==> src/rtl/shift_sequencer_pkg.sv <==
// shift_seq_pkg: shared types and constants for the shift sequencer slice.
package shift_seq_pkg;
    localparam int SHIFTER_W = 8;
    localparam int PASS_MAX  = 7;
    localparam int PASS_W    = 3;
    typedef enum logic [1:0] {IDLE, SHIFT, RESP} state_t;
endpackage

==> src/rtl/shift_sequencer_if.sv <==
// shift_sequencer_if: requester, response and barrel-shifter signals of the sequencer.
interface shift_sequencer_if
    import shift_seq_pkg::*;
#(
    parameter int SHAMT_W = 4
);
    logic                 req0_valid, req0_ready, req0_dir;
    logic [SHIFTER_W-1:0] req0_data;
    logic [SHAMT_W-1:0]   req0_shamt;
    logic                 req1_valid, req1_ready, req1_dir;
    logic [SHIFTER_W-1:0] req1_data;
    logic [SHAMT_W-1:0]   req1_shamt;
    logic                 resp_valid, resp_ready, resp_id;
    logic [SHIFTER_W-1:0] resp_data;
    logic [SHIFTER_W-1:0] bs_inp, bs_out;
    logic [PASS_W-1:0]    bs_shamt;
    logic                 bs_dir;

    modport slave (
        input  req0_valid, req0_data, req0_shamt, req0_dir,
        input  req1_valid, req1_data, req1_shamt, req1_dir,
        input  resp_ready, bs_out,
        output req0_ready, req1_ready, resp_valid, resp_data, resp_id,
        output bs_inp, bs_shamt, bs_dir
    );
    modport master (
        output req0_valid, req0_data, req0_shamt, req0_dir,
        output req1_valid, req1_data, req1_shamt, req1_dir,
        output resp_ready, bs_out,
        input  req0_ready, req1_ready, resp_valid, resp_data, resp_id,
        input  bs_inp, bs_shamt, bs_dir
    );
endinterface

==> src/rtl/shift_sequencer_rr_arb2.sv <==
// rr_arb2: combinational 2-way round-robin arbiter; the last-grant register lives in the parent.
module rr_arb2 (
    input  logic [1:0] valid_i,
    input  logic       en_i,
    input  logic       last_i,
    output logic [1:0] gnt_o,
    output logic       gid_o
);
    // On contention the side that did not win last time takes the grant.
    assign gnt_o[0] = en_i & valid_i[0] & (~valid_i[1] | last_i);
    assign gnt_o[1] = en_i & valid_i[1] & (~valid_i[0] | ~last_i);
    assign gid_o    = gnt_o[1];
endmodule

==> src/rtl/shift_sequencer.sv <==
// shift_sequencer: shares one external 8-bit barrel shifter between two requesters,
// splitting wide shift amounts into passes of at most PASS_MAX bits.
module shift_sequencer
    import shift_seq_pkg::*;
#(
    parameter int SHAMT_W = 4
) (
    input logic         clk,
    input logic         rst_n,
    shift_sequencer_if.slave bus
);
    state_t               state_q, state_d;
    logic [SHIFTER_W-1:0] work_q, work_d;
    logic [SHAMT_W-1:0]   rem_q, rem_d;
    logic                 dir_q, dir_d, id_q, id_d, last_q, last_d;
    logic [1:0]           gnt;
    logic                 gid;
    logic [PASS_W-1:0]    pass;
    logic                 in_shift, in_resp;

    rr_arb2 u_arb (
        .valid_i ({bus.req1_valid, bus.req0_valid}),
        .en_i    (state_q == IDLE),
        .last_i  (last_q),
        .gnt_o   (gnt),
        .gid_o   (gid)
    );

    assign in_shift = state_q == SHIFT;
    assign in_resp  = state_q == RESP;
    assign pass     = (rem_q > SHAMT_W'(PASS_MAX)) ? PASS_W'(PASS_MAX) : PASS_W'(rem_q);

    assign bus.req0_ready = gnt[0];
    assign bus.req1_ready = gnt[1];
    assign bus.resp_valid = in_resp;
    assign bus.resp_data  = in_resp ? work_q : '0;
    assign bus.resp_id    = in_resp & id_q;
    assign bus.bs_inp     = in_shift ? work_q : '0;
    assign bus.bs_shamt   = in_shift ? pass : '0;
    assign bus.bs_dir     = in_shift & dir_q;

    always_comb begin
        state_d = state_q;
        work_d  = work_q;
        rem_d   = rem_q;
        dir_d   = dir_q;
        id_d    = id_q;
        last_d  = last_q;
        if (|gnt) begin
            work_d  = gid ? bus.req1_data : bus.req0_data;
            rem_d   = gid ? bus.req1_shamt : bus.req0_shamt;
            dir_d   = gid ? bus.req1_dir : bus.req0_dir;
            id_d    = gid;
            last_d  = gid;
            state_d = (rem_d == '0) ? RESP : SHIFT;
        end else if (in_shift) begin
            work_d  = bus.bs_out;
            rem_d   = rem_q - SHAMT_W'(pass);
            state_d = (rem_d == '0) ? RESP : SHIFT;
        end else if (in_resp && bus.resp_ready) begin
            state_d = IDLE;
        end
    end

    always_ff @(posedge clk or negedge rst_n) begin
        if (!rst_n) begin
            state_q <= IDLE;
            work_q  <= '0;
            rem_q   <= '0;
            dir_q   <= 1'b0;
            id_q    <= 1'b0;
            last_q  <= 1'b1;
        end else begin
            state_q <= state_d;
            work_q  <= work_d;
            rem_q   <= rem_d;
            dir_q   <= dir_d;
            id_q    <= id_d;
            last_q  <= last_d;
        end
    end
endmodule
==> src/flat_wrapper.sv <==
// flat-port wrapper written by rule: the top's interface ports become plain ports
module shift_sequencer_flat import shift_seq_pkg::*;
#(
    parameter int SHAMT_W = 4
)
  (clk, rst_n, bus_req0_valid, bus_req0_data, bus_req0_shamt, bus_req0_dir, bus_req1_valid, bus_req1_data, bus_req1_shamt, bus_req1_dir, bus_resp_ready, bus_bs_out, bus_req0_ready, bus_req1_ready, bus_resp_valid, bus_resp_data, bus_resp_id, bus_bs_inp, bus_bs_shamt, bus_bs_dir);
  shift_sequencer_if #(.SHAMT_W(SHAMT_W)) bus_i ();
  input logic clk;
  input logic rst_n;
  input wire logic [$bits(bus_i.req0_valid)-1:0] bus_req0_valid;
  input wire logic [$bits(bus_i.req0_data)-1:0] bus_req0_data;
  input wire logic [$bits(bus_i.req0_shamt)-1:0] bus_req0_shamt;
  input wire logic [$bits(bus_i.req0_dir)-1:0] bus_req0_dir;
  input wire logic [$bits(bus_i.req1_valid)-1:0] bus_req1_valid;
  input wire logic [$bits(bus_i.req1_data)-1:0] bus_req1_data;
  input wire logic [$bits(bus_i.req1_shamt)-1:0] bus_req1_shamt;
  input wire logic [$bits(bus_i.req1_dir)-1:0] bus_req1_dir;
  input wire logic [$bits(bus_i.resp_ready)-1:0] bus_resp_ready;
  input wire logic [$bits(bus_i.bs_out)-1:0] bus_bs_out;
  output wire logic [$bits(bus_i.req0_ready)-1:0] bus_req0_ready;
  output wire logic [$bits(bus_i.req1_ready)-1:0] bus_req1_ready;
  output wire logic [$bits(bus_i.resp_valid)-1:0] bus_resp_valid;
  output wire logic [$bits(bus_i.resp_data)-1:0] bus_resp_data;
  output wire logic [$bits(bus_i.resp_id)-1:0] bus_resp_id;
  output wire logic [$bits(bus_i.bs_inp)-1:0] bus_bs_inp;
  output wire logic [$bits(bus_i.bs_shamt)-1:0] bus_bs_shamt;
  output wire logic [$bits(bus_i.bs_dir)-1:0] bus_bs_dir;
  assign bus_i.req0_valid = bus_req0_valid;
  assign bus_i.req0_data = bus_req0_data;
  assign bus_i.req0_shamt = bus_req0_shamt;
  assign bus_i.req0_dir = bus_req0_dir;
  assign bus_i.req1_valid = bus_req1_valid;
  assign bus_i.req1_data = bus_req1_data;
  assign bus_i.req1_shamt = bus_req1_shamt;
  assign bus_i.req1_dir = bus_req1_dir;
  assign bus_i.resp_ready = bus_resp_ready;
  assign bus_i.bs_out = bus_bs_out;
  assign bus_req0_ready = bus_i.req0_ready;
  assign bus_req1_ready = bus_i.req1_ready;
  assign bus_resp_valid = bus_i.resp_valid;
  assign bus_resp_data = bus_i.resp_data;
  assign bus_resp_id = bus_i.resp_id;
  assign bus_bs_inp = bus_i.bs_inp;
  assign bus_bs_shamt = bus_i.bs_shamt;
  assign bus_bs_dir = bus_i.bs_dir;
  shift_sequencer #(.SHAMT_W(SHAMT_W)) u_core (.clk(clk), .rst_n(rst_n), .bus(bus_i));
endmodule
==> config.mk <==
export PLATFORM = sky130hd
export DESIGN_NAME = shift_sequencer_flat
export DESIGN_NICKNAME = d
export VERILOG_FILES = /design/src/rtl/shift_sequencer_pkg.sv /design/src/rtl/shift_sequencer_if.sv /design/src/rtl/shift_sequencer_rr_arb2.sv /design/src/rtl/shift_sequencer.sv /design/src/flat_wrapper.sv
export SDC_FILE = /design/constraint.sdc
export NUM_CORES = 1
export LEC_CHECK = 0
export ABC_AREA = 1
export BUFFER_PORTS_ARGS = -buffer_cell sky130_fd_sc_hd__buf_2
export CAP_MARGIN = 20
export CORE_MARGIN = 3
export CORE_UTILIZATION = 40
export DETAILED_ROUTE_END_ITERATION = 10
export PLACE_DENSITY = 0.77
export SYNTH_ARGS = -nofsm -noshare
export SYNTH_HDL_FRONTEND = slang
export SYNTH_HIERARCHICAL = 1
export SYNTH_SLANG_ARGS = --single-unit
export TNS_END_PERCENT = 20
==> constraint.sdc <==
create_clock -name clk -period 2.2 [get_ports clk]
set_clock_uncertainty 0.1 [all_clocks]
set_input_delay 0.11 -clock clk [delete_from_list [all_inputs] [get_ports clk]]
set_output_delay 0.11 -clock clk [all_outputs]
set_load 0.1 [all_outputs]
==> results.toml, run 1 <==
[sta]
max_freq_mhz = 502
rsz0062_at_grt = "no"
worstMarginPinSlew_ns = 0.492
min_period_over_period = 0.905
finalSetupViolCount = 0
hold_ws_ns = 0.00777
period_minus_slack_ns = 1.99
slew_violations = 0
slew_headroom = 0.674
hold_viol = 0
tns_ns = 0

[yosys]
synthMuxAreaShare = 0
ys_seq_elements = 17
synth_cells = 176
synth_fa_ha_area_frac = 0.0203
syn_nets = 217
yosys.area_share.simple = 0.266
synth_top_family_by_area = "simple AND/OR/NAND/NOR gates"
synthXorXnorAreaFrac = 0
synth_top_area_share = 0.325
avgSynthCellArea_um2 = 7.00
synth_cell_type_count = 24
synth-compound-area-share = 0.204
yosysWarnings = 6
synth_top_area_cell = "dfrtp_1"
ys_top_cells_by_area = "dfrtp_1, nand2_1, inv_1, nor2_1, o211ai_1"
ys_seq_area_frac = 0.347
synthesis.area_um2 = 1230

[floorplanning]
die_x_um = 61.5
coreArea_um2 = 2850
die_area_um2 = 3780
pin_count = 63
die_h_um = 61.5
core.rowCount = 19
start_util = 0.432

[cts]
post-cts-setup-buffer-count = 0
cts.path.max_buffers = 2
htree_num_levels = 1
clk_pin_slew_worst_paths_ns = 0.10
tritoncts = "yes"
root_buffer = "clkbuf_4"
cts_buffers = 3
clock_latency_ns = 0.30
clkSinkCount = 17

[worst_setup_path]
crit_family = "buffers and inverters"
path_buf_inv = 2
path_cells = "nor2_1 > nand2_1 > a21oi_2 > buf_6 > buf_6"
cp_slowest_cell = "dfrtp_1"
cp.arrival_ns = 1.78
rr_endpoint = "u_core/state_q[0]"
rr_worst_depth = 9
start_kind = "flip-flop"
cp_common_cell = "buf_6"
criticalPathCategory = "flip-flop to primary output"
rrSetupSlack_ns = 0.24
cp.required_ns = 1.99
cp_max_fo = 28
r2r-start = "u_core/state_q[0]"
crit_path_end_kind = "primary output"
cp_slowest_stage_delay_ns = 0.47

[outcome]
status = "complete, no violations"

[global_routing]
grt_antenna_before_repair = 0
grt_pass1_vias = 1358
grt.overflow.total = 0
grtUsageTotal = 0.207
grt_max_degree = 29
grt_pass1_wl_mm = 5.84

[cells_and_area]
diodes = 0
final_cell_mix = "buf_2, nand2_1, inv_1, dfrtp_1, nor2_1"
fin_nets = 291
synthToLayoutAreaGrowth_pct = 44.4
fillers = 274
drive_gt1_frac = 0.369
layout_commonest_cell = "buf_2"

[placed_design]
io_buffer_count = 62
hpwl_mm = 2.53
place_congestion = 0.835

[hold_path]
whs_path_depth = 3
holdCritStartpoint = "bus_req0_dir"
min_path_type = "primary input to flip-flop"
min_to = "u_core/dir_q"

[routing]
drt_iter0_drc = 42
drcViolationCount = 0
viasPerCell = 4.95
routedWlPerCell_um = 13.0
postRouteWirelength_mm = 3.63
vias = 1386
firstDrtPassIters = 4
ant_nets = 0

[flow_run]
maxCapViolations = 0
-- cells by family (layout without fill, tap and decap cells) --
kind of cell               Yosys count  after routing
AOI/OAI and AO/OA                   41             41
adders and majority gates            2              2
buffers and inverters               44            117
DFF                                 17             17
and+or+nand+nor                     72             72
-- metrics by stage --
stage | setup slack, ns | util | std cells | instance area [µm²]
6_report | 0.209 | 0.623 | 280 | 1780
5_1_grt | 0.0634 | 0.623 | 280 | 1780
4_1_cts | 0.108 | 0.621 | 280 | 1770
3_5_place_dp | 0.296 | 0.565 | 263 | 1610
3_3_place_gp | 0.358 | 0.565 | 263 | 1610
2_1_floorplan | -0.183 | - | 176 | 1310
-- worst max path at each step --
stage | slack, ns | end | startpoint | cells after the start
finish | 0.21 | bus_req1_ready | u_core/state_q[0] | 5
floorplan | -0.18 | bus_bs_shamt[0] | u_core/state_q[0] | 4
detailed placement | 0.30 | u_core/state_q[0] | u_core/state_q[0] | 9
CTS | 0.11 | bus_req1_ready | u_core/state_q[0] | 5
global placement | 0.36 | u_core/state_q[0] | u_core/state_q[0] | 9
global route | 0.06 | u_core/state_q[0] | u_core/state_q[0] | 9
-- layout make-up --
cell class,count,area (µm²),area share
Clock buffer,4,26.3,0.0148
Inverter,37,141,0.0795
Multi-Input combinational cell,115,687,0.386
Sequential cell,17,427,0.240
Tap cell,31,38.8,0.0218
Timing Repair Buffer,76,458,0.258
-- repair_timing --
| action | in CTS | in global routing |
|---|---|---|
| hold endpoints to repair | 23 | 0 |
| hold buffers | 13 | 0 |
| setup endpoints to repair | 1 | 2 |
| gates resized for setup | 1 | 2 |
-- Yosys cell counts, drive strengths merged --
library cell	number
a31oi	1
buf	7
nor2	29
ha	2
o22ai	1
o21ai	14
nand2	36
inv	37
a21oi	11
nand3	7
dfrtp	16
o211ai	12
dfstp	1
a22oi	2
-- flip-flops by register name (all words and copies together), names as in the netlist --
register,cells
u_core/state_q,2
u_core/work_q,8
u_core/id_q,1
u_core/last_q,1
u_core/dir_q,1
u_core/rem_q,4
-- worst register-to-register path, cell delays in order (launching register included) --
cell and delay, ns:
dfrtp_1 0.47, nor2_1 0.21, nand2_1 0.10, a21oi_2 0.21
buf_6 0.24, o21ai_0 0.18, nor2_1 0.16, nand2_1 0.07
nand2_1 0.05, nand3_1 0.07
-- per-layer routing --
metal / wire (µm) / global-route usage / vias to the layer above
met1: 1560 / 0.248 / 626
li1: - / - / 703
met3: 257 / 0.0294 / 4
met2: 1780 / 0.381 / 53
met5: 0 / 0 / -
met4: 28 / 0.0606 / 0
Power of run 1 is left out: the tool's default activity adds up to more than one toggle a clock period on the data nets, which glitch-free logic cannot reach.
==> inputs of run 2 (changes only) <==
--- a/config.mk
+++ b/config.mk
@@ -9,9 +9,9 @@
 export BUFFER_PORTS_ARGS = -buffer_cell sky130_fd_sc_hd__buf_2
 export CAP_MARGIN = 20
 export CORE_MARGIN = 3
-export CORE_UTILIZATION = 40
+export CORE_UTILIZATION = 45
 export DETAILED_ROUTE_END_ITERATION = 10
-export PLACE_DENSITY = 0.77
+export PLACE_DENSITY = 0.84
 export SYNTH_ARGS = -nofsm -noshare
 export SYNTH_HDL_FRONTEND = slang
 export SYNTH_HIERARCHICAL = 1
==> results.toml, run 2 (synthesis results as in run 1) <==
[placed_design]
placed_area_um2 = 1630
io_buffer_count = 62
place_inst = 262
place_congestion = 0.830
hpwl_mm = 2.50

[sta]
hold_viol = 0
worstMarginPinSlew_ns = 0.493
slew_headroom = 0.674
finalSetupViolCount = 0
min_period_over_period = 0.868
hold_ws_ns = 0.0372
max_freq_mhz = 524
slew_violations = 0
rsz0062_at_grt = "no"
period_minus_slack_ns = 1.91

[cells_and_area]
final_cell_mix = "buf_2, nand2_1, inv_1, dfrtp_1, nor2_1"
synthToLayoutAreaGrowth_pct = 45.5
final_area_um2 = 1790
drive_gt1_frac = 0.368
regMostFlops = "u_core/work_q"
fillers = 220
largest_reg_flops = 8
diodes = 0
fin_cells = 280
reg.largest.list = "u_core/work_q (8), u_core/rem_q (4), u_core/state_q (2)"
fin_nets = 292
layout_commonest_cell = "buf_2"

[cts]
cts_buffers = 3
post-cts-setup-buffer-count = 0
htree_num_levels = 1
cts.path.max_buffers = 2
holdBufCountCts = 14
tritoncts = "yes"
root_buffer = "clkbuf_4"
clkSinkCount = 17
clk_pin_slew_worst_paths_ns = 0.10
cts.repair.resized = 0
clock_latency_ns = 0.28

[hold_path]
min_path_type = "primary input to flip-flop"
whs_path_depth = 4

[global_routing]
grt_antenna_before_repair = 0
grtUsageMet1 = 0.284
grt.overflow.total = 0
grtUsageTotal = 0.216
met3_usage = 0.0329
met2_usage = 0.359
grt_pass1_vias = 1261
grt_max_degree = 29
grt-busiest-layer = "met2"
grt_pass1_wl_mm = 5.71

[routing]
drcViolationCount = 0
viasPerCell = 4.94
drt_iter0_drc = 52
postRouteWirelength_mm = 3.46
firstDrtPassIters = 4
vias = 1384
routedWlPerCell_um = 12.4
ant_nets = 0

[floorplanning]
coreArea_um2 = 2540
pin_count = 63
core.rowCount = 18
start_util = 0.484
die_h_um = 58.3
die_area_um2 = 3400
die_x_um = 58.3

[outcome]
status = "complete, no violations"

[worst_setup_path]
start_kind = "flip-flop"
cp_max_fo = 28
rr_worst_depth = 9
cp.arrival_ns = 1.99
cp.required_ns = 2.28
crit_path_end_kind = "flip-flop"
criticalPathCategory = "flip-flop to flip-flop"

[flow_run]
maxCapViolations = 0
==> run 2: cell count changes in the layout (fill, tap and decap cells not counted) <==
cell	before	now
buf_4	0	1
buf_12	0	1
dlygate4sd3_1	13	14
buf_6	2	0
==> run 2: metal layers <==
layer	wire, µm	up-vias
met5	0	-
met2	1650	62
met3	311	4
li1	-	704
met1	1460	614
met4	38	0
==> run 2: area by class of cell <==
cell class / count / area, µm² / share of cell area
well taps: 30 / 37.5 / 0.0209
flip-flops and latches: 17 / 427 / 0.238
multi-input cells: 115 / 687 / 0.383
clock buffers: 4 / 26.3 / 0.0147
inverters: 37 / 141 / 0.0789
repair buffers: 77 / 473 / 0.264
==> run 2: critical path, cell delays in order, from the launching register on <==
cell,delay [ns]
dfrtp_1,0.45
nor2_1,0.16
nand2_1,0.08
a21oi_2,0.18
buf_4,0.30
o21ai_0,0.17
nor2_1,0.16
nand2_1,0.07
nand2_1,0.06
nand3_1,0.07
==> run 2: worst paths after layout <==
check	endpoint	slack, ns	startpoint
min in group asynchronous	u_core/work_q[0]	0.18	rst_n
max in group asynchronous	u_core/last_q	1.51	rst_n
min	u_core/state_q[1]	0.04	bus_resp_ready
max reg2reg	u_core/state_q[0]	0.29	u_core/state_q[0]
max	u_core/state_q[0]	0.29	u_core/state_q[0]
min reg2reg	u_core/last_q	0.40	u_core/last_q
==> run 2: metrics by stage <==
stage / utilization / setup slack (ns) / TNS [ns]
4_1_cts: 0.704 / 0.287 / 0
5_1_grt: 0.704 / 0.111 / 0
2_1_floorplan: - / -0.183 / -2.13
3_5_place_dp: 0.639 / 0.326 / 0
3_3_place_gp: 0.639 / 0.386 / 0
6_report: 0.704 / 0.290 / 0
Power of run 2 is left out for the same reason.
==> inputs of run 3 (changes only) <==
--- a/config.mk
+++ b/config.mk
@@ -11,7 +11,7 @@
 export CORE_MARGIN = 3
 export CORE_UTILIZATION = 45
 export DETAILED_ROUTE_END_ITERATION = 10
-export PLACE_DENSITY = 0.84
+export PLACE_DENSITY = 0.79
 export SYNTH_ARGS = -nofsm -noshare
 export SYNTH_HDL_FRONTEND = slang
 export SYNTH_HIERARCHICAL = 1
==> constraint.sdc (replaced) <==
create_clock -name clk -period 2.2 [get_ports clk]
set_clock_uncertainty 0.1 [all_clocks]
set_input_delay 0.22 -clock clk [delete_from_list [all_inputs] [get_ports clk]]
set_output_delay 0.22 -clock clk [all_outputs]
set_load 0.1 [all_outputs]
==> results.toml, run 3 (synthesis results as in run 1) <==
[outcome]
status = "complete, no violations"

[hold_path]
whs_path_depth = 3
min_path_type = "primary input to flip-flop"

[cts]
tritoncts = "yes"
htree_num_levels = 1
post-cts-setup-buffer-count = 0
clock_latency_ns = 0.30
root_buffer = "clkbuf_4"
clk_pin_slew_worst_paths_ns = 0.12
cts.path.max_buffers = 2
clkSinkCount = 17
cts_buffers = 3

[global_routing]
grtUsageTotal = 0.196
grt_pass1_vias = 1128
grt.overflow.total = 0
grt_pass1_wl_mm = 5.10
grt_max_degree = 29
grt_antenna_before_repair = 0

[worst_setup_path]
crit_cells = 5
criticalPathCategory = "flip-flop to primary output"
path_buf_inv = 2
crit_path_end_kind = "primary output"
rr_worst_depth = 9
cp_slowest_stage_delay_ns = 0.45
cp_slowest_cell = "dfrtp_1"
cp_max_fo = 28
crit_family = "buffers and inverters"
cp.arrival_ns = 1.69
cp.required_ns = 1.88
path_cells = "nor2_1 > nand2_1 > a21oi_2 > buf_4 > buf_12"
start_kind = "flip-flop"

[routing]
postRouteWirelength_mm = 3.22
vias = 1289
viasPerCell = 4.83
drcViolationCount = 0
firstDrtPassIters = 4
ant_nets = 0
drt_iter0_drc = 33
routedWlPerCell_um = 12.1

[cells_and_area]
diodes = 0
multi_input_area_um2 = 687
reg.largest.list = "u_core/work_q (8), u_core/rem_q (4), u_core/state_q (2)"
fin_cells = 267
final_cell_mix = "buf_2, nand2_1, inv_1, dfrtp_1, nor2_1"
regMostFlops = "u_core/work_q"
fin_nets = 279
synthToLayoutAreaGrowth_pct = 35.1
layout_commonest_cell = "buf_2"
post-route-util = 0.653
fillers = 241
drive_gt1_frac = 0.392
largest_reg_flops = 8
seqCellArea_um2 = 427

[flow_run]
maxCapViolations = 0

[sta]
period_minus_slack_ns = 2.01
worstMarginPinSlew_ns = 0.498
slew_violations = 0
hold_viol = 0
hold_ws_ns = 0.0412
max_freq_mhz = 497
finalSetupViolCount = 0
rsz0062_at_grt = "no"
min_period_over_period = 0.915
tns_ns = 0
slew_headroom = 0.670

[floorplanning]
coreArea_um2 = 2540
pin_count = 63
die_h_um = 58.3
core.rowCount = 18
die_area_um2 = 3400
start_util = 0.484
die_x_um = 58.3

[placed_design]
io_buffer_count = 62
place_inst = 262
hpwl_mm = 2.41
place_congestion = 0.802
[run 3: layout make-up]
| cell class | count | area share |
|---|---|---|
| multi-input combinational | 115 | 0.413 |
| sequential | 17 | 0.257 |
| timing repair buffer | 64 | 0.206 |
| inverter | 37 | 0.0850 |
| tap | 30 | 0.0226 |
| clock buffer | 3 | 0.0135 |
| clock inverter | 1 | 0.00301 |
[run 3: worst paths after layout]
path	from	slack, ns	end
hold reg to reg	u_core/last_q	0.41	u_core/last_q
setup reg to reg	u_core/state_q[0]	0.30	u_core/state_q[0]
setup / recovery	u_core/state_q[0]	0.19	bus_req1_ready
max in group asynchronous	rst_n	1.43	u_core/last_q
min in group asynchronous	rst_n	0.26	u_core/work_q[0]
hold / removal	bus_bs_out[0]	0.04	u_core/work_q[0]
[run 3: worst min-delay path, stage by stage]
cell and delay (ns):
buf_2 0.07, nand2_1 0.04, o211ai_1 0.08
[run 3: layer usage]
layer	share of wire	routed length, µm	global-route usage
met1	0.43	1380	0.252
met4	0.011	34	0.0762
met3	0.083	266	0.0395
met2	0.48	1550	0.322
met5	0	0	0
[run 3: timing repair]
action                                 CTS  global route
endpoints found under the hold margin   16             0
resized for setup                        0             0
hold buffers                             1             0
[run 3: stage by stage]
step           worst slack [ns]  area [µm²]
3_3_place_gp              0.376        1630
6_report                  0.187        1660
3_5_place_dp              0.329        1630
5_1_grt                  0.0787        1660
2_1_floorplan            -0.293        1310
4_1_cts                   0.177        1660
Power of run 3 is left out for the same reason.
